### config.mk
export PLATFORM = sky130hd
export DESIGN_NAME = matrix_input_parser_flat
export DESIGN_NICKNAME = d
export VERILOG_FILES = /design/src/rtl/matrix_input_parser_if.sv /design/src/rtl/matrix_input_parser.sv /design/src/flat_wrapper.sv
export SDC_FILE = /design/constraint.sdc
export NUM_CORES = 1
export LEC_CHECK = 0
export ABC_CLOCK_PERIOD_IN_PS = 7700
export BUFFER_PORTS_ARGS = -buffer_cell sky130_fd_sc_hd__buf_4
export CAP_MARGIN = 20
export CORE_MARGIN = 2
export CORE_UTILIZATION = 45
export CTS_CLUSTER_DIAMETER = 40
export CTS_CLUSTER_SIZE = 16
export DETAILED_ROUTE_END_ITERATION = 7
export GPL_ROUTABILITY_DRIVEN = 0
export GPL_TIMING_DRIVEN = 0
export HOLD_SLACK_MARGIN = 0.02
export PLACE_DENSITY = 0.64
export SYNTH_ARGS = -nofsm -noshare
export SYNTH_HDL_FRONTEND = slang
export SYNTH_SLANG_ARGS = --single-unit
### constraint.sdc
create_clock -name clk -period 7.7 [get_ports clk]
set_input_delay 0.77 -clock clk [delete_from_list [all_inputs] [get_ports clk]]
set_output_delay 0.77 -clock clk [all_outputs]
set_load 0.1 [all_outputs]
### src/rtl/matrix_input_parser_if.sv
// matrix_input_parser_if: UART byte stream in, token strobes out.
// master drives bytes and phase control; slave is the parser.
interface matrix_input_parser_if #(
  parameter int CNT_W = 5
);
  logic             enable;
  logic             dim_phase;
  logic [7:0]       rx_data;
  logic             rx_valid;
  logic             decoder_valid;
  logic [31:0]      decoder_data;
  logic             newline_rx;
  logic             dim_invalid;
  logic             data_invalid;
  logic             need_fill;
  logic [2:0]       rows;
  logic [2:0]       cols;
  logic [CNT_W-1:0] elem_count;

  modport master (
    output enable, dim_phase, rx_data, rx_valid,
    input  decoder_valid, decoder_data, newline_rx,
    input  dim_invalid, data_invalid, need_fill,
    input  rows, cols, elem_count
  );

  modport slave (
    input  enable, dim_phase, rx_data, rx_valid,
    output decoder_valid, decoder_data, newline_rx,
    output dim_invalid, data_invalid, need_fill,
    output rows, cols, elem_count
  );
endinterface

### src/rtl/matrix_input_parser.sv
// matrix_input_parser: ASCII decimal tokens -> one-cycle token strobes.
// Ports: clk, rst (sync, active-low), bus (slave: bytes in, strobes,
// rows/cols and element count out).
module matrix_input_parser #(
  parameter int MAX_DIM  = 5,
  parameter int DATA_MIN = 0,
  parameter int DATA_MAX = 9,
  parameter int CNT_W    = 5
) (
  input  logic                 clk,
  input  logic                 rst,
  matrix_input_parser_if.slave bus
);
  typedef enum logic [1:0] {P_IDLE, P_SIGN, P_NUM} pstate_t;

  pstate_t            state, state_nx;
  logic [31:0]        acc, acc_nx;
  logic               neg, neg_nx;
  logic               mal, mal_nx;
  logic               cr, cr_nx;
  logic               idx, idx_nx;
  logic [2:0]         rows_nx, cols_nx;
  logic [CNT_W-1:0]   cnt_base, cnt_nx;
  logic               emit, eol, fill;
  logic               tok_mal, dim_bad, dat_bad;
  logic signed [31:0] tok_val;
  logic [5:0]         prod;
  logic [35:0]        acc_x10;
  logic [7:0]         b;
  logic               is_dig, is_min, is_sep, is_trm;

  assign b      = bus.rx_data;
  assign is_dig = (b >= 8'h30) && (b <= 8'h39);
  assign is_min = (b == 8'h2D);
  assign is_sep = (b == 8'h20) || (b == 8'h2C);
  assign is_trm = (b == 8'h0D) || (b == 8'h0A);

  assign acc_x10 = {4'd0, acc} * 36'd10 + {32'd0, b[3:0]};
  assign prod    = {3'd0, bus.rows} * {3'd0, bus.cols};

  // count is cleared the cycle after a newline
  assign cnt_base = bus.newline_rx ? '0 : bus.elem_count;

  // a lone minus sign emits as malformed
  assign tok_mal = mal | (state == P_SIGN);
  assign tok_val = tok_mal ? '0 :
                   neg     ? -$signed(acc) : $signed(acc);

  assign dim_bad = tok_mal | (tok_val < 1) | (tok_val > MAX_DIM);
  assign dat_bad = tok_mal | (tok_val < DATA_MIN) |
                   (tok_val > DATA_MAX) |
                   (32'(cnt_base) >= 32'(prod));

  always_comb begin
    state_nx = state;
    acc_nx   = acc;
    neg_nx   = neg;
    mal_nx   = mal;
    cr_nx    = cr;
    emit     = 1'b0;
    eol      = 1'b0;
    if (!bus.enable) begin
      state_nx = P_IDLE;
      acc_nx   = '0;
      neg_nx   = 1'b0;
      mal_nx   = 1'b0;
    end else if (bus.rx_valid) begin
      cr_nx = (b == 8'h0D);
      // LF right after CR is swallowed
      if (!(cr && (b == 8'h0A))) begin
        unique case (state)
          P_IDLE: unique case (1'b1)
            is_dig: begin
              state_nx = P_NUM;
              acc_nx   = {28'd0, b[3:0]};
            end
            is_min: state_nx = P_SIGN;
            is_sep: state_nx = P_IDLE;
            is_trm: eol = 1'b1;
            default: begin
              state_nx = P_NUM;
              mal_nx   = 1'b1;
            end
          endcase
          P_SIGN: unique case (1'b1)
            is_dig: begin
              state_nx = P_NUM;
              neg_nx   = 1'b1;
              acc_nx   = {28'd0, b[3:0]};
            end
            is_sep, is_trm: begin
              emit = 1'b1;
              eol  = is_trm;
            end
            default: begin
              state_nx = P_NUM;
              mal_nx   = 1'b1;
            end
          endcase
          default: unique case (1'b1)
            is_dig: begin
              if (!mal) begin
                if (acc_x10 > 36'h0_7FFF_FFFF)
                  mal_nx = 1'b1;
                else
                  acc_nx = acc_x10[31:0];
              end
            end
            is_sep, is_trm: begin
              emit = 1'b1;
              eol  = is_trm;
            end
            default: mal_nx = 1'b1;
          endcase
        endcase
        if (emit) begin
          state_nx = P_IDLE;
          acc_nx   = '0;
          neg_nx   = 1'b0;
          mal_nx   = 1'b0;
        end
      end
    end
  end

  always_comb begin
    rows_nx = bus.rows;
    cols_nx = bus.cols;
    idx_nx  = idx;
    cnt_nx  = cnt_base;
    if (!bus.enable) begin
      idx_nx = 1'b0;
      cnt_nx = '0;
    end else if (emit && bus.dim_phase) begin
      if (dim_bad) begin
        idx_nx = 1'b0;
      end else if (!idx) begin
        rows_nx = tok_val[2:0];
        idx_nx  = 1'b1;
      end else begin
        cols_nx = tok_val[2:0];
        idx_nx  = 1'b0;
      end
    end else if (emit && !dat_bad) begin
      cnt_nx = cnt_base + CNT_W'(1);
    end
  end

  assign fill = eol & ~bus.dim_phase &
                (32'(cnt_nx) < 32'(prod));

  always_ff @(posedge clk) begin
    if (!rst) begin
      state             <= P_IDLE;
      acc               <= '0;
      neg               <= 1'b0;
      mal               <= 1'b0;
      cr                <= 1'b0;
      idx               <= 1'b0;
      bus.decoder_valid <= 1'b0;
      bus.decoder_data  <= '0;
      bus.newline_rx    <= 1'b0;
      bus.dim_invalid   <= 1'b0;
      bus.data_invalid  <= 1'b0;
      bus.need_fill     <= 1'b0;
      bus.rows          <= '0;
      bus.cols          <= '0;
      bus.elem_count    <= '0;
    end else begin
      state             <= state_nx;
      acc               <= acc_nx;
      neg               <= neg_nx;
      mal               <= mal_nx;
      cr                <= cr_nx;
      idx               <= idx_nx;
      bus.decoder_valid <= emit;
      if (emit)
        bus.decoder_data <= tok_val;
      bus.newline_rx    <= eol;
      bus.dim_invalid   <= emit & bus.dim_phase & dim_bad;
      bus.data_invalid  <= emit & ~bus.dim_phase & dat_bad;
      bus.need_fill     <= fill;
      bus.rows          <= rows_nx;
      bus.cols          <= cols_nx;
      bus.elem_count    <= cnt_nx;
    end
  end
endmodule
### src/flat_wrapper.sv
// flat-port wrapper written by rule: the top's interface ports become plain ports
module matrix_input_parser_flat 
#(
  parameter int MAX_DIM  = 5,
  parameter int DATA_MIN = 0,
  parameter int DATA_MAX = 9,
  parameter int CNT_W    = 5
)
  (clk, rst, bus_enable, bus_dim_phase, bus_rx_data, bus_rx_valid, bus_decoder_valid, bus_decoder_data, bus_newline_rx, bus_dim_invalid, bus_data_invalid, bus_need_fill, bus_rows, bus_cols, bus_elem_count);
  matrix_input_parser_if #(.CNT_W(CNT_W)) bus_i ();
  input  logic clk;
  input  logic rst;
  input wire logic [$bits(bus_i.enable)-1:0] bus_enable;
  input wire logic [$bits(bus_i.dim_phase)-1:0] bus_dim_phase;
  input wire logic [$bits(bus_i.rx_data)-1:0] bus_rx_data;
  input wire logic [$bits(bus_i.rx_valid)-1:0] bus_rx_valid;
  output wire logic [$bits(bus_i.decoder_valid)-1:0] bus_decoder_valid;
  output wire logic [$bits(bus_i.decoder_data)-1:0] bus_decoder_data;
  output wire logic [$bits(bus_i.newline_rx)-1:0] bus_newline_rx;
  output wire logic [$bits(bus_i.dim_invalid)-1:0] bus_dim_invalid;
  output wire logic [$bits(bus_i.data_invalid)-1:0] bus_data_invalid;
  output wire logic [$bits(bus_i.need_fill)-1:0] bus_need_fill;
  output wire logic [$bits(bus_i.rows)-1:0] bus_rows;
  output wire logic [$bits(bus_i.cols)-1:0] bus_cols;
  output wire logic [$bits(bus_i.elem_count)-1:0] bus_elem_count;
  assign bus_i.enable = bus_enable;
  assign bus_i.dim_phase = bus_dim_phase;
  assign bus_i.rx_data = bus_rx_data;
  assign bus_i.rx_valid = bus_rx_valid;
  assign bus_decoder_valid = bus_i.decoder_valid;
  assign bus_decoder_data = bus_i.decoder_data;
  assign bus_newline_rx = bus_i.newline_rx;
  assign bus_dim_invalid = bus_i.dim_invalid;
  assign bus_data_invalid = bus_i.data_invalid;
  assign bus_need_fill = bus_i.need_fill;
  assign bus_rows = bus_i.rows;
  assign bus_cols = bus_i.cols;
  assign bus_elem_count = bus_i.elem_count;
  matrix_input_parser #(.MAX_DIM(MAX_DIM), .DATA_MIN(DATA_MIN), .DATA_MAX(DATA_MAX), .CNT_W(CNT_W)) u_core (.clk(clk), .rst(rst), .bus(bus_i));
endmodule
==> impl_table.tex, run 1 <==
\begin{tabular}{lr}
\hline
Metric & Value \\
\hline
\multicolumn{2}{l}{\textbf{Status}} \\
\quad Outcome & complete, no violations \\
\multicolumn{2}{l}{\textbf{STA}} \\
\quad Rel. slew slack & 25.14\% \\
\quad Post-Route Skew & 0.006837 ns \\
\quad Total negative setup slack & 0 ns \\
\quad Ratio of final minimum period to clock period & 73.44\% \\
\quad Maximum frequency from static timing analysis & 0.1768 GHz \\
\quad Worst Tran Pin Value & 1.113 ns \\
\quad Fin. max-slew vios & 0 \\
\quad Setup violations, final & 0 \\
\quad Unrepaired setup endpoints after global routing & no \\
\quad Number of hold-slack violations in the final timing report & 0 \\
\quad Minimum period implied by the final worst setup slack & 5.655 ns \\
\multicolumn{2}{l}{\textbf{CTS}} \\
\quad TritonCTS clock tree & done \\
\quad Sink Count & 86 \\
\quad Number of buffers inserted to repair setup after CTS & 0 \\
\quad Buffer cell driving the clock tree root & clkbuf\_16 \\
\quad Post-CTS clock slew at the launch and capture registers of the worst setup and hold paths & 0.07 ns \\
\quad Inserted Clock Buffers & 9 \\
\quad Maximum root-to-sink buffer count & 2 \\
\quad CTS hold repair buffers & 0 \\
\quad Number of cells upsized or downsized after cts & 0 \\
\quad Clock insertion delay at the later pin of the skew report & 0.34 ns \\
\quad Max H-tree Level & 3 \\
\multicolumn{2}{l}{\textbf{Pwr}} \\
\quad Fraction of power spent switching nets & 22.94\% \\
\quad Power dissipated by switching net loads & 0.2233 mW \\
\quad P\_leak & 3.747 nW \\
\quad Share of total power in the clock network & 49.4\% \\
\quad Power Total & 0.9734 mW \\
\quad Sequential Power Share & 45.8\% \\
\quad Fraction of power consumed by combinational cells & 4.8\% \\
\quad PwrDens & 106.8 mW/mm2 \\
\quad Worst IR drop on VDD & 0.1365 mV \\
\quad Internal power & 0.7502 mW \\
\multicolumn{2}{l}{\textbf{Setup path}} \\
\quad Launching element type of the critical path & flip-flop \\
\quad Cell-by-cell trace of the critical path & ha\_1, ha\_1, fa\_1, a21o\_1, a221o\_2, a211o\_1, a21oi\_1, xor2\_1, or2\_1, or4\_4, or4\_1, a221o\_1, nor3\_4, buf\_8, o2bb2ai\_2 \\
\quad Worst Setup End Kind & flip-flop \\
\quad Data arrival time of the worst path & 5.93 ns \\
\quad Max incr delay on CP & 0.56 ns \\
\quad Cell with the most instances on the worst path & ha\_1 \\
\quad Maximum net fanout on the critical path & 10 \\
\quad Critical path data required time & 7.97 ns \\
\quad Crit Path Class & reg2reg \\
\quad Worst setup slack for register-to-register paths & 2.05 ns \\
\quad Critical-path top delay cell & or4\_4 \\
\multicolumn{2}{l}{\textbf{GRT}} \\
\quad Initial antenna violation count & 0 \\
\quad Pin count of the biggest net entering global routing & 17 \\
\quad Overall fraction of global-route tracks in use & 23.50\% \\
\quad Number of global-route vias before repair & 6966 \\
\quad Remaining global-route overflow & 0 \\
\quad Wire length of the first global-routing pass & 35480 um \\
\multicolumn{2}{l}{\textbf{Synth}} \\
\quad Fraction of synthesis flops using an asynchronous set or reset pin & 0\% \\
\quad EDFF count, synth & 0 \\
\quad Syn Inst Count & 1007 \\
\quad Share of the yosys chip area belonging to registers & 21.37\% \\
\quad Primary flip-flop cell chosen by synthesis mapping & dfxtp\_1 \\
\quad Unique cell type count in the Yosys netlist & 83 \\
\quad Flop and latch count out of synthesis & 86 \\
\quad Net count after synthesis & 1103 \\
\quad Warnings, synthesis & 0 \\
\quad Summed instance area of the synthesized netlist & 0.008055 mm2 \\
\quad Syn\_area\_per\_cell & 7.999 um2 \\
\multicolumn{2}{l}{\textbf{Die}} \\
\quad Row cnt & 48 \\
\quad Horizontal die dimension & 137.8 um \\
\quad Boundary pin count & 61 \\
\quad Starting Density & 46.25\% \\
\quad Area of the core & 0.01742 mm2 \\
\quad Floorplan die area & 0.01899 mm2 \\
\quad Die Ht & 137.8 um \\
\multicolumn{2}{l}{\textbf{Final layout}} \\
\quad Fillers & 1708 \\
\quad Ant. Diodes & 0 \\
\quad Post-layout nets & 1174 \\
\quad Area growth from synthesis to layout & 13.17\% \\
\quad Most frequent cells in the layout & nand2\_1, dfxtp\_1, ha\_1, nor2\_1 \\
\quad Most frequent standard cell in the layout excluding fill and tap cells & nand2\_1 \\
\quad Layout cell share with drive strength beyond 1 & 12.19\% \\
\multicolumn{2}{l}{\textbf{Routing}} \\
\quad First-pass iteration count of the detailed router & 5 \\
\quad Post-detailed-route DRC marker count & 0 \\
\quad Average vias per placed instance & 5.761 \\
\quad Average detailed-routed wire length per instance & 16.75 um \\
\quad Wire length after detailed routing & 21900 um \\
\quad Total vias in the final route & 7535 \\
\quad Initial detailed-routing violation count & 510 \\
\quad Number of nets with antenna violations after detailed routing & 0 \\
\multicolumn{2}{l}{\textbf{Placed design}} \\
\quad Detailed placer's ending HPWL & 17920 um \\
\quad Number of buffer cells added on primary ports & 60 \\
\multicolumn{2}{l}{\textbf{Run}} \\
\quad Number of violations of the max-capacitance limit & 0 \\
\multicolumn{2}{l}{\textbf{Min path}} \\
\quad Worst min-delay path class & reg2reg \\
\hline
\end{tabular}
stage by stage:
stage | cell area, um2 | setup WS, ns | cells | hold slack [ns] | util, %
2_1_floorplan | 8055 | 2.756 | 1007 | 0.4412 | -
3_3_place_gp | 8787 | 2.126 | 1292 | 0.4526 | 50.45
5_1_grt | 9116 | 1.831 | 1308 | 0.4823 | 52.34
3_5_place_dp | 8787 | 2.080 | 1292 | 0.4580 | 50.45
6_report | 9116 | 2.045 | 1308 | 0.4629 | 52.34
4_1_cts | 9116 | 2.054 | 1308 | 0.4666 | 52.34
final timing paths:
check,from,to,cells after the start
max,u_core.acc[3],u_core.acc[19],15
min,u_core.bus.decoder_data[23],u_core.bus.decoder_data[23],2
max reg2reg,u_core.acc[3],u_core.acc[19],15
min reg2reg,u_core.bus.decoder_data[23],u_core.bus.decoder_data[23],2
sequential cells by signal, indices dropped and copies added, names as in the netlist:
name                      count
u_core.acc                   32
u_core.bus.cols               3
u_core.bus.data_invalid       1
u_core.bus.decoder_data      32
u_core.bus.decoder_valid      1
u_core.bus.dim_invalid        1
u_core.bus.elem_count         5
u_core.bus.need_fill          1
u_core.bus.newline_rx         1
u_core.bus.rows               3
u_core.cr                     1
u_core.idx                    1
u_core.mal                    1
u_core.neg                    1
u_core.state                  2
layout make-up:
class,instances,area [um2],share of cell area (%)
plain buffers,44,214.0,2.347
inverters,19,71.32,0.7823
clock buffers,9,225.2,2.470
well taps,225,281.5,3.088
repair buffers,60,450.4,4.941
clock inverters,7,103.9,1.139
flip-flops and latches,86,1722,18.89
multi-input cells,858,6048,66.35
Yosys cell counts, drive strengths merged (6+ instances only):
master | n | area share [%]
nor2 | 62 | 2.9
or4 | 7 | 0.70
nand4 | 25 | 2.1
a211oi | 7 | 0.81
nand3 | 23 | 1.4
o21a | 9 | 0.84
nor2b | 34 | 2.6
o31ai | 9 | 1.2
nor3 | 36 | 2.5
and3 | 12 | 0.93
xor2 | 24 | 2.7
and4 | 7 | 0.76
a21oi | 63 | 4.0
mux2i | 14 | 1.7
and2 | 28 | 2.2
o21ai | 49 | 3.0
or3 | 9 | 0.70
buf | 10 | 1.1
nand2 | 146 | 6.8
nor4 | 12 | 1.1
o2bb2ai | 28 | 4.6
a21o | 11 | 1.0
inv | 18 | 0.84
a21boi | 14 | 1.3
clkbuf | 34 | 1.6
ha | 79 | 12
a31oi | 11 | 0.85
o41ai | 6 | 0.65
xnor2 | 61 | 6.6
dfxtp | 86 | 21
power groups by stage:
stage                     clock (mW)  combinational (mW)  sequential [mW]
final                          0.481              0.0466            0.446
after global routing           0.503              0.0514            0.446
after CTS                      0.486              0.0466            0.446
after detailed placement           0              0.0465            0.456
after global placement             0              0.0462            0.456
after floorplan                    0              0.0282            0.456
critical path: cells and delay by family, from the launching register on:
kind / cells / cell delay, ns
fa+ha+maj: 3 / 0.94
buf+inv: 1 / 0.23
compound gates: 6 / 1.84
flops: 1 / 0.52
xor+xnor: 1 / 0.15
simple gates: 4 / 1.90
cell families (layout without fill, tap and decap cells):
kind of cell,count (synthesis),after routing,share of synthesized area [%]
DFF,86,86,21.37
muxes,16,16,2.019
adders and majority gates,83,83,13.27
xor gates and xnor gates,85,85,9.335
AOI/OAI and AO/OA,251,251,23.38
and+or+nand+nor,423,423,27.09
buffers and inverters,63,139,3.541
metal layers:
layer	global-route usage, %	vias up	wire length [um]
li1	-	3830	-
met3	3.532	35	895
met5	0	-	0
met2	38.97	171	10060
met4	7.029	0	527
met1	31.53	3499	10420
(Power assumes the default switching activity.)
==> inputs of run 2 (changes only) <==
--- a/config.mk
+++ b/config.mk
@@ -5,7 +5,7 @@
 export SDC_FILE = /design/constraint.sdc
 export NUM_CORES = 1
 export LEC_CHECK = 0
-export ABC_CLOCK_PERIOD_IN_PS = 7700
+export ABC_CLOCK_PERIOD_IN_PS = 5700
 export BUFFER_PORTS_ARGS = -buffer_cell sky130_fd_sc_hd__buf_4
 export CAP_MARGIN = 20
 export CORE_MARGIN = 2
==> constraint.sdc (replaced) <==
create_clock -name clk -period 5.7 [get_ports clk]
set_input_delay 0.57 -clock clk [delete_from_list [all_inputs] [get_ports clk]]
set_output_delay 0.57 -clock clk [all_outputs]
set_load 0.1 [all_outputs]
==> run 2 against run 1 <==
Die area unchanged; setup slack worse by 1.8 ns; power rose by 35%; largest cell class unchanged; sequential power is 35% higher; critical endpoint unchanged; count of clock-buffer cells in the layout did not move.
==> impl_table.tex, run 2 (synthesized netlist as in run 1, its figures left out) <==
\begin{tabular}{lr}
\hline
Metric & Value \\
\hline
\multicolumn{2}{l}{\textbf{Final layout}} \\
\quad Layout cell share with drive strength beyond 1 & 12.79\% (was 12.19\%) \\
\quad Most frequent cells in the layout & nand2\_1, dfxtp\_1, ha\_1, buf\_4, nor2\_1 (was nand2\_1, dfxtp\_1, ha\_1, nor2\_1) \\
\quad Ant. Diodes & 0 (unchanged) \\
\quad Post-layout nets & 1178 (was 1174) \\
\quad Most frequent standard cell in the layout excluding fill and tap cells & nand2\_1 (unchanged) \\
\quad Registers with the most flip-flops & u\_core.acc: 32 flops, u\_core.bus.decoder\_data: 32 flops, u\_core.bus.elem\_count: 5 flops (unchanged) \\
\quad Final std cell area, no fill & 0.009163 mm2 (was 0.009116 mm2) \\
\quad Final core area utilization & 52.61\% (was 52.34\%) \\
\quad Fillers & 1700 (was 1708) \\
\quad Finished Layout Cells & 1312 (was 1308) \\
\quad Area growth from synthesis to layout & 13.75\% (was 13.17\%) \\
\multicolumn{2}{l}{\textbf{STA}} \\
\quad Fin. max-slew vios & 0 (unchanged) \\
\quad Total negative setup slack & 0 ns (unchanged) \\
\quad Setup violations, final & 0 (unchanged) \\
\quad Minimum period implied by the final worst setup slack & 5.429 ns (was 5.655 ns) \\
\quad Number of hold-slack violations in the final timing report & 0 (unchanged) \\
\quad Maximum frequency from static timing analysis & 0.1842 GHz (was 0.1768 GHz) \\
\quad Worst Tran Pin Value & 1.109 ns (was 1.113 ns) \\
\quad Ratio of final minimum period to clock period & 95.24\% (was 73.44\%) \\
\quad Post-Route Skew & 0.006346 ns (was 0.006837 ns) \\
\quad Rel. slew slack & 25.41\% (was 25.14\%) \\
\quad Unrepaired setup endpoints after global routing & no (unchanged) \\
\multicolumn{2}{l}{\textbf{GRT}} \\
\quad Overall fraction of global-route tracks in use & 23.50\% (unchanged) \\
\quad Wire length of the first global-routing pass & 35480 um (unchanged) \\
\quad Number of global-route vias before repair & 6966 (unchanged) \\
\quad Remaining global-route overflow & 0 (unchanged) \\
\quad Pin count of the biggest net entering global routing & 17 (unchanged) \\
\quad Initial antenna violation count & 0 (unchanged) \\
\multicolumn{2}{l}{\textbf{Min path}} \\
\quad Worst min-delay path class & in2reg (was reg2reg) \\
\quad Number of cells on the worst hold path & 2 (unchanged) \\
\multicolumn{2}{l}{\textbf{Routing}} \\
\quad Number of nets with antenna violations after detailed routing & 0 (unchanged) \\
\quad Initial detailed-routing violation count & 511 (was 510) \\
\quad First-pass iteration count of the detailed router & 7 (was 5) \\
\quad Average vias per placed instance & 5.742 (was 5.761) \\
\quad Wire length after detailed routing & 21910 um (was 21900 um) \\
\quad Post-detailed-route DRC marker count & 0 (unchanged) \\
\quad Total vias in the final route & 7533 (was 7535) \\
\quad Average detailed-routed wire length per instance & 16.70 um (was 16.75 um) \\
\multicolumn{2}{l}{\textbf{Placed design}} \\
\quad Detailed placer's ending HPWL & 17920 um (unchanged) \\
\quad Number of buffer cells added on primary ports & 60 (unchanged) \\
\quad Count of placed standard cells including taps & 1292 (unchanged) \\
\quad Instance area at placement & 0.008787 mm2 (unchanged) \\
\multicolumn{2}{l}{\textbf{Pwr}} \\
\quad Worst IR drop on VDD & 0.1841 mV (was 0.1365 mV) \\
\quad PwrDens & 143.5 mW/mm2 (was 106.8 mW/mm2) \\
\quad P\_leak & 3.773 nW (was 3.747 nW) \\
\multicolumn{2}{l}{\textbf{Die}} \\
\quad Die Ht & 137.8 um (unchanged) \\
\quad Starting Density & 46.25\% (unchanged) \\
\quad Boundary pin count & 61 (unchanged) \\
\quad Floorplan die area & 0.01899 mm2 (unchanged) \\
\quad Row cnt & 48 (unchanged) \\
\quad Horizontal die dimension & 137.8 um (unchanged) \\
\quad Area of the core & 0.01742 mm2 (unchanged) \\
\multicolumn{2}{l}{\textbf{CTS}} \\
\quad TritonCTS clock tree & done (unchanged) \\
\quad Clock insertion delay at the later pin of the skew report & 0.35 ns (was 0.34 ns) \\
\quad Post-CTS clock slew at the launch and capture registers of the worst setup and hold paths & 0.07 ns (about the same) \\
\quad Sink Count & 86 (unchanged) \\
\quad Inserted Clock Buffers & 9 (unchanged) \\
\quad Maximum root-to-sink buffer count & 2 (unchanged) \\
\quad Buffer cell driving the clock tree root & clkbuf\_16 (unchanged) \\
\quad CTS hold repair buffers & 0 (unchanged) \\
\quad Max H-tree Level & 3 (unchanged) \\
\multicolumn{2}{l}{\textbf{Setup path}} \\
\quad Data arrival time of the worst path & 5.66 ns (was 5.93 ns) \\
\quad Maximum net fanout on the critical path & 10 (unchanged) \\
\quad Critical-path top delay cell & or4\_4 (unchanged) \\
\quad Launching element type of the critical path & flip-flop (unchanged) \\
\quad Max incr delay on CP & 0.56 ns (about the same) \\
\quad Critical path data required time & 5.94 ns (was 7.97 ns) \\
\quad R2R cell count & 16 (was 15) \\
\quad Cell with the most instances on the worst path & ha\_1 (unchanged) \\
\quad Cell-by-cell trace of the critical path & ha\_1, ha\_1, fa\_1, a21o\_1, a221o\_2, a211o\_1, a21oi\_1, xor2\_1, or2\_1, or4\_4, or4\_1, a221o\_1, o31ai\_4, buf\_4, buf\_6, o2bb2ai\_2 (was ha\_1, ha\_1, fa\_1, a21o\_1, a221o\_2, a211o\_1, a21oi\_1, xor2\_1, or2\_1, or4\_4, or4\_1, a221o\_1, nor3\_4, buf\_8, o2bb2ai\_2) \\
\quad Worst Setup End Kind & flip-flop (unchanged) \\
\quad Crit Path Class & reg2reg (unchanged) \\
\multicolumn{2}{l}{\textbf{Run}} \\
\quad Number of violations of the max-capacitance limit & 0 (unchanged) \\
\multicolumn{2}{l}{\textbf{Status}} \\
\quad Outcome & complete, no violations (unchanged) \\
\hline
\end{tabular}
run 2: worst max-delay path: cells and delay by family (launching register included):
family	cells	cell delay, ns
xor+xnor	1	0.15
simple gates	3	1.36
buf+inv	2	0.34
flops	1	0.43
fa+ha+maj	3	0.90
compound gates	7	2.14
run 2: worst paths after layout:
| check | from | to | slack (ns) |
|---|---|---|---|
| worst max-delay path | u_core.acc[3] | u_core.acc[19] | 0.27 |
| worst min-delay path | bus_dim_phase | u_core.bus.data_invalid | 0.43 |
| worst max register to register | u_core.acc[3] | u_core.acc[19] | 0.27 |
| worst min register to register | u_core.bus.decoder_data[23] | u_core.bus.decoder_data[23] | 0.46 |
run 2: per-layer routing:
| layer | wire length (um) | global-route usage [%] | vias up |
|---|---|---|---|
| li1 | - | - | 3839 |
| met1 | 10260 | 31.53 | 3484 |
| met2 | 10070 | 38.97 | 174 |
| met3 | 1011 | 3.532 | 36 |
| met4 | 564 | 7.029 | 0 |
| met5 | 0 | 0 | - |
run 2: report_power, final:
group / internal, mW / switching [mW]
Combinational: 0.0230 / 0.0407
Clock: 0.389 / 0.259
Sequential: 0.602 / 0.00136
run 2: what timing repair did:
item,4_1_cts,5_1_grt
gates resized for setup,0,4
hold endpoints to repair,0,0
setup buffers,0,4
setup endpoints to repair,0,31
run 2: area by class of cell:
class / count / area, um2 / share of cell area [%]
inverter: 19 / 71.32 / 0.7784
clock buffer: 9 / 225.2 / 2.458
tap: 225 / 281.5 / 3.073
clock inverter: 7 / 103.9 / 1.133
timing repair buffer: 64 / 480.5 / 5.244
sequential: 86 / 1724 / 18.82
buffer: 44 / 214.0 / 2.335
multi-input combinational: 858 / 6062 / 66.16
run 2: per-stage QoR:
| step | total power, mW | setup slack, ns | hold slack [ns] |
|---|---|---|---|
| finish | 1.315 | 0.2714 | 0.4286 |
| global route | 1.353 | 0.1165 | 0.4221 |
| CTS | 1.322 | 0.05351 | 0.4244 |
| detailed placement | 0.6795 | 0.07974 | 0.4580 |
| global placement | 0.6791 | 0.1264 | 0.4526 |
| floorplan | 0.6540 | 0.7564 | 0.4412 |
==> inputs of run 3 (changes only) <==
--- a/config.mk
+++ b/config.mk
@@ -17,6 +17,7 @@
 export GPL_TIMING_DRIVEN = 0
 export HOLD_SLACK_MARGIN = 0.02
 export PLACE_DENSITY = 0.64
+export SETUP_SLACK_MARGIN = 0.4
 export SYNTH_ARGS = -nofsm -noshare
 export SYNTH_HDL_FRONTEND = slang
 export SYNTH_SLANG_ARGS = --single-unit
==> run 3 against run 2 <==
Critical path depth is the same; critical endpoint unchanged; sequential share of layout area shrank 0.16 points; largest power group unchanged; non-clock buffer count grew 6; flip-flop and latch count is the same.
==> impl_table.tex, run 3 (synthesized netlist as in run 1, its figures left out) <==
\begin{tabular}{lr}
\hline
Metric & Value \\
\hline
\multicolumn{2}{l}{\textbf{Status}} \\
\quad Outcome & complete, no violations (unchanged) \\
\multicolumn{2}{l}{\textbf{Pwr}} \\
\quad Fraction of power spent switching nets & 22.81\% (was 22.88\%) \\
\quad Sequential Power Share & 45.8\% (was 45.9\%) \\
\quad Fraction of power consumed by combinational cells & 5.0\% (was 4.8\%) \\
\quad Internal power & 1.014 mW (about the same) \\
\quad P\_leak & 3.811 nW (was 3.773 nW) \\
\quad Worst IR drop on VDD & 0.1842 mV (was 0.1841 mV) \\
\quad Power dissipated by switching net loads & 0.2996 mW (was 0.3007 mW) \\
\quad PwrDens & 141.4 mW/mm2 (was 143.5 mW/mm2) \\
\quad Share of total power in the clock network & 49.2\% (was 49.3\%) \\
\multicolumn{2}{l}{\textbf{Die}} \\
\quad Floorplan die area & 0.01899 mm2 (unchanged) \\
\quad Boundary pin count & 61 (unchanged) \\
\quad Row cnt & 48 (unchanged) \\
\quad Horizontal die dimension & 137.8 um (unchanged) \\
\quad Die Ht & 137.8 um (unchanged) \\
\quad Area of the core & 0.01742 mm2 (unchanged) \\
\quad Starting Density & 46.25\% (unchanged) \\
\multicolumn{2}{l}{\textbf{STA}} \\
\quad Worst Tran Pin Value & 1.086 ns (was 1.109 ns) \\
\quad Ratio of final minimum period to clock period & 91.04\% (was 95.24\%) \\
\quad Unrepaired setup endpoints after global routing & no (unchanged) \\
\quad Setup violations, final & 0 (unchanged) \\
\quad Maximum frequency from static timing analysis & 0.1927 GHz (was 0.1842 GHz) \\
\quad Post-Route Skew & 0.007140 ns (was 0.006346 ns) \\
\quad Fin. max-slew vios & 0 (unchanged) \\
\quad Rel. slew slack & 26.93\% (was 25.41\%) \\
\quad Total negative setup slack & 0 ns (unchanged) \\
\quad Minimum period implied by the final worst setup slack & 5.189 ns (was 5.429 ns) \\
\quad Number of hold-slack violations in the final timing report & 0 (unchanged) \\
\multicolumn{2}{l}{\textbf{Routing}} \\
\quad Initial detailed-routing violation count & 561 (was 511) \\
\quad Total vias in the final route & 7570 (was 7533) \\
\quad Wire length after detailed routing & 22010 um (was 21910 um) \\
\quad Number of nets with antenna violations after detailed routing & 0 (unchanged) \\
\quad Post-detailed-route DRC marker count & 0 (unchanged) \\
\quad Average vias per placed instance & 5.744 (was 5.742) \\
\quad Average detailed-routed wire length per instance & 16.70 um (about the same) \\
\quad First-pass iteration count of the detailed router & 7 (unchanged) \\
\multicolumn{2}{l}{\textbf{Final layout}} \\
\quad Layout cell share with drive strength beyond 1 & 14.36\% (was 12.79\%) \\
\quad Final std cell area, no fill & 0.009289 mm2 (was 0.009163 mm2) \\
\quad Registers with the most flip-flops & u\_core.acc: 32 flops, u\_core.bus.decoder\_data: 32 flops, u\_core.bus.elem\_count: 5 flops (unchanged) \\
\quad Area growth from synthesis to layout & 15.32\% (was 13.75\%) \\
\quad Most frequent standard cell in the layout excluding fill and tap cells & nand2\_1 (unchanged) \\
\quad Ant. Diodes & 0 (unchanged) \\
\quad Post-layout nets & 1184 (was 1178) \\
\quad Most frequent cells in the layout & nand2\_1, dfxtp\_1, ha\_1, buf\_4, nor2\_1 (unchanged) \\
\multicolumn{2}{l}{\textbf{CTS}} \\
\quad TritonCTS clock tree & done (unchanged) \\
\quad Clock insertion delay at the later pin of the skew report & 0.34 ns (was 0.35 ns) \\
\quad Buffer cell driving the clock tree root & clkbuf\_16 (unchanged) \\
\quad Sink Count & 86 (unchanged) \\
\quad Post-CTS clock slew at the launch and capture registers of the worst setup and hold paths & 0.07 ns (about the same) \\
\quad Max H-tree Level & 3 (unchanged) \\
\quad Inserted Clock Buffers & 9 (unchanged) \\
\quad CTS hold repair buffers & 0 (unchanged) \\
\quad Maximum root-to-sink buffer count & 2 (unchanged) \\
\multicolumn{2}{l}{\textbf{Placed design}} \\
\quad Number of buffer cells added on primary ports & 60 (unchanged) \\
\quad Instance area at placement & 0.008787 mm2 (unchanged) \\
\quad Detailed placer's ending HPWL & 17920 um (unchanged) \\
\multicolumn{2}{l}{\textbf{Setup path}} \\
\quad Startpoint of the most critical register-to-register path & u\_core.acc[1] (was u\_core.acc[3]) \\
\quad Last element of the critical path & u\_core.acc[19] (unchanged) \\
\quad Max incr delay on CP & 0.55 ns (was 0.56 ns) \\
\quad Maximum net fanout on the critical path & 10 (unchanged) \\
\quad R2R cell count & 16 (unchanged) \\
\quad Worst setup slack for register-to-register paths & 0.51 ns (was 0.27 ns) \\
\quad Cell with the most instances on the worst path & a221o\_2 (was ha\_1) \\
\quad Crit Path Class & reg2reg (unchanged) \\
\quad Critical path data required time & 5.93 ns (was 5.94 ns) \\
\quad Launching element type of the critical path & flip-flop (unchanged) \\
\quad Cell-by-cell trace of the critical path & ha\_1, ha\_2, fa\_2, a21o\_1, a221o\_2, a211o\_4, a21oi\_4, xor2\_2, or2\_1, or4\_4, or4\_1, a221o\_2, o31ai\_4, buf\_4, buf\_6, o2bb2ai\_2 (was ha\_1, ha\_1, fa\_1, a21o\_1, a221o\_2, a211o\_1, a21oi\_1, xor2\_1, or2\_1, or4\_4, or4\_1, a221o\_1, o31ai\_4, buf\_4, buf\_6, o2bb2ai\_2) \\
\quad End of the worst register-to-register path & u\_core.acc[19] (unchanged) \\
\quad Data arrival time of the worst path & 5.42 ns (was 5.66 ns) \\
\quad Critical-path top delay cell & or4\_4 (unchanged) \\
\quad Worst setup startpoint & u\_core.acc[1] (was u\_core.acc[3]) \\
\quad Worst Setup End Kind & flip-flop (unchanged) \\
\multicolumn{2}{l}{\textbf{Min path}} \\
\quad Launch point of the worst hold path & bus\_dim\_phase (unchanged) \\
\quad Worst min-delay path class & in2reg (unchanged) \\
\multicolumn{2}{l}{\textbf{GRT}} \\
\quad Initial antenna violation count & 0 (unchanged) \\
\quad Pin count of the biggest net entering global routing & 17 (unchanged) \\
\quad Number of global-route vias before repair & 6958 (was 6966) \\
\quad Remaining global-route overflow & 0 (unchanged) \\
\quad Wire length of the first global-routing pass & 35470 um (was 35480 um) \\
\quad Overall fraction of global-route tracks in use & 23.47\% (was 23.50\%) \\
\multicolumn{2}{l}{\textbf{Run}} \\
\quad Number of violations of the max-capacitance limit & 0 (unchanged) \\
\hline
\end{tabular}
[run 3: cell count changes in the layout (fill, tap and decap cells not counted), sizes merged]
cell and delta:
buf +6
[run 3: layout make-up]
| type | instances | area, um2 |
|---|---|---|
| clock buffer | 9 | 225.2 |
| sequential | 86 | 1733 |
| buffer | 44 | 214.0 |
| multi-input combinational | 858 | 6130 |
| tap | 225 | 281.5 |
| timing repair buffer | 70 | 530.5 |
| fill | 1688 | 8128 |
| inverter | 19 | 71.32 |
| clock inverter | 7 | 103.9 |
[run 3: how the worst min path moves through the flow]
stage,end,slack (ns),depth (start not counted)
global placement,u_core.bus.decoder_data[18],0.45,2
detailed placement,u_core.bus.decoder_data[2],0.46,2
floorplan,u_core.cr,0.44,2
finish,u_core.bus.data_invalid,0.43,2
CTS,u_core.bus.data_invalid,0.42,2
global route,u_core.bus.data_invalid,0.42,2
[run 3: repair_timing]
action                     in CTS  in global routing
gates resized for setup         6                 17
setup endpoints to repair      33                 33
buffers inserted                4                  5
gates cloned                    0                  1
pin swaps                       3                  9
[run 3: per-layer routing]
metal	vias up	wire length [um]	GRT usage, %
met1	3488	10360	31.57
met2	189	10130	39.11
met4	0	537	7.143
met5	-	0	0
met3	33	985	3.054
li1	3860	-	-
[run 3: worst max-delay path, delay by kind of cell (launching register included)]
kind / cells / cell delay [ns]
compound gates: 7 / 2.09
xor+xnor: 1 / 0.11
fa+ha+maj: 3 / 0.85
buf+inv: 2 / 0.35
flops: 1 / 0.38
simple gates: 3 / 1.30
[run 3: per-stage QoR]
stage | instances | utilization (%) | power (mW) | hold WS [ns] | setup WS, ns
floorplan | 1007 | - | 0.6540 | 0.4412 | 0.7564
detailed placement | 1292 | 50.45 | 0.6795 | 0.4580 | 0.07974
global route | 1318 | 53.33 | 1.352 | 0.4247 | 0.3747
global placement | 1292 | 50.45 | 0.6791 | 0.4526 | 0.1264
finish | 1318 | 53.33 | 1.314 | 0.4313 | 0.5109
CTS | 1312 | 52.68 | 1.323 | 0.4244 | 0.3857
[run 3: power groups by stage]
stage | registers (mW) | clock network [mW] | logic (mW)
after CTS | 0.603 | 0.656 | 0.0639
final | 0.602 | 0.646 | 0.0651
after floorplan | 0.616 | 0 | 0.0380
after detailed placement | 0.617 | 0 | 0.0628
after global routing | 0.602 | 0.678 | 0.0718
after global placement | 0.617 | 0 | 0.0624
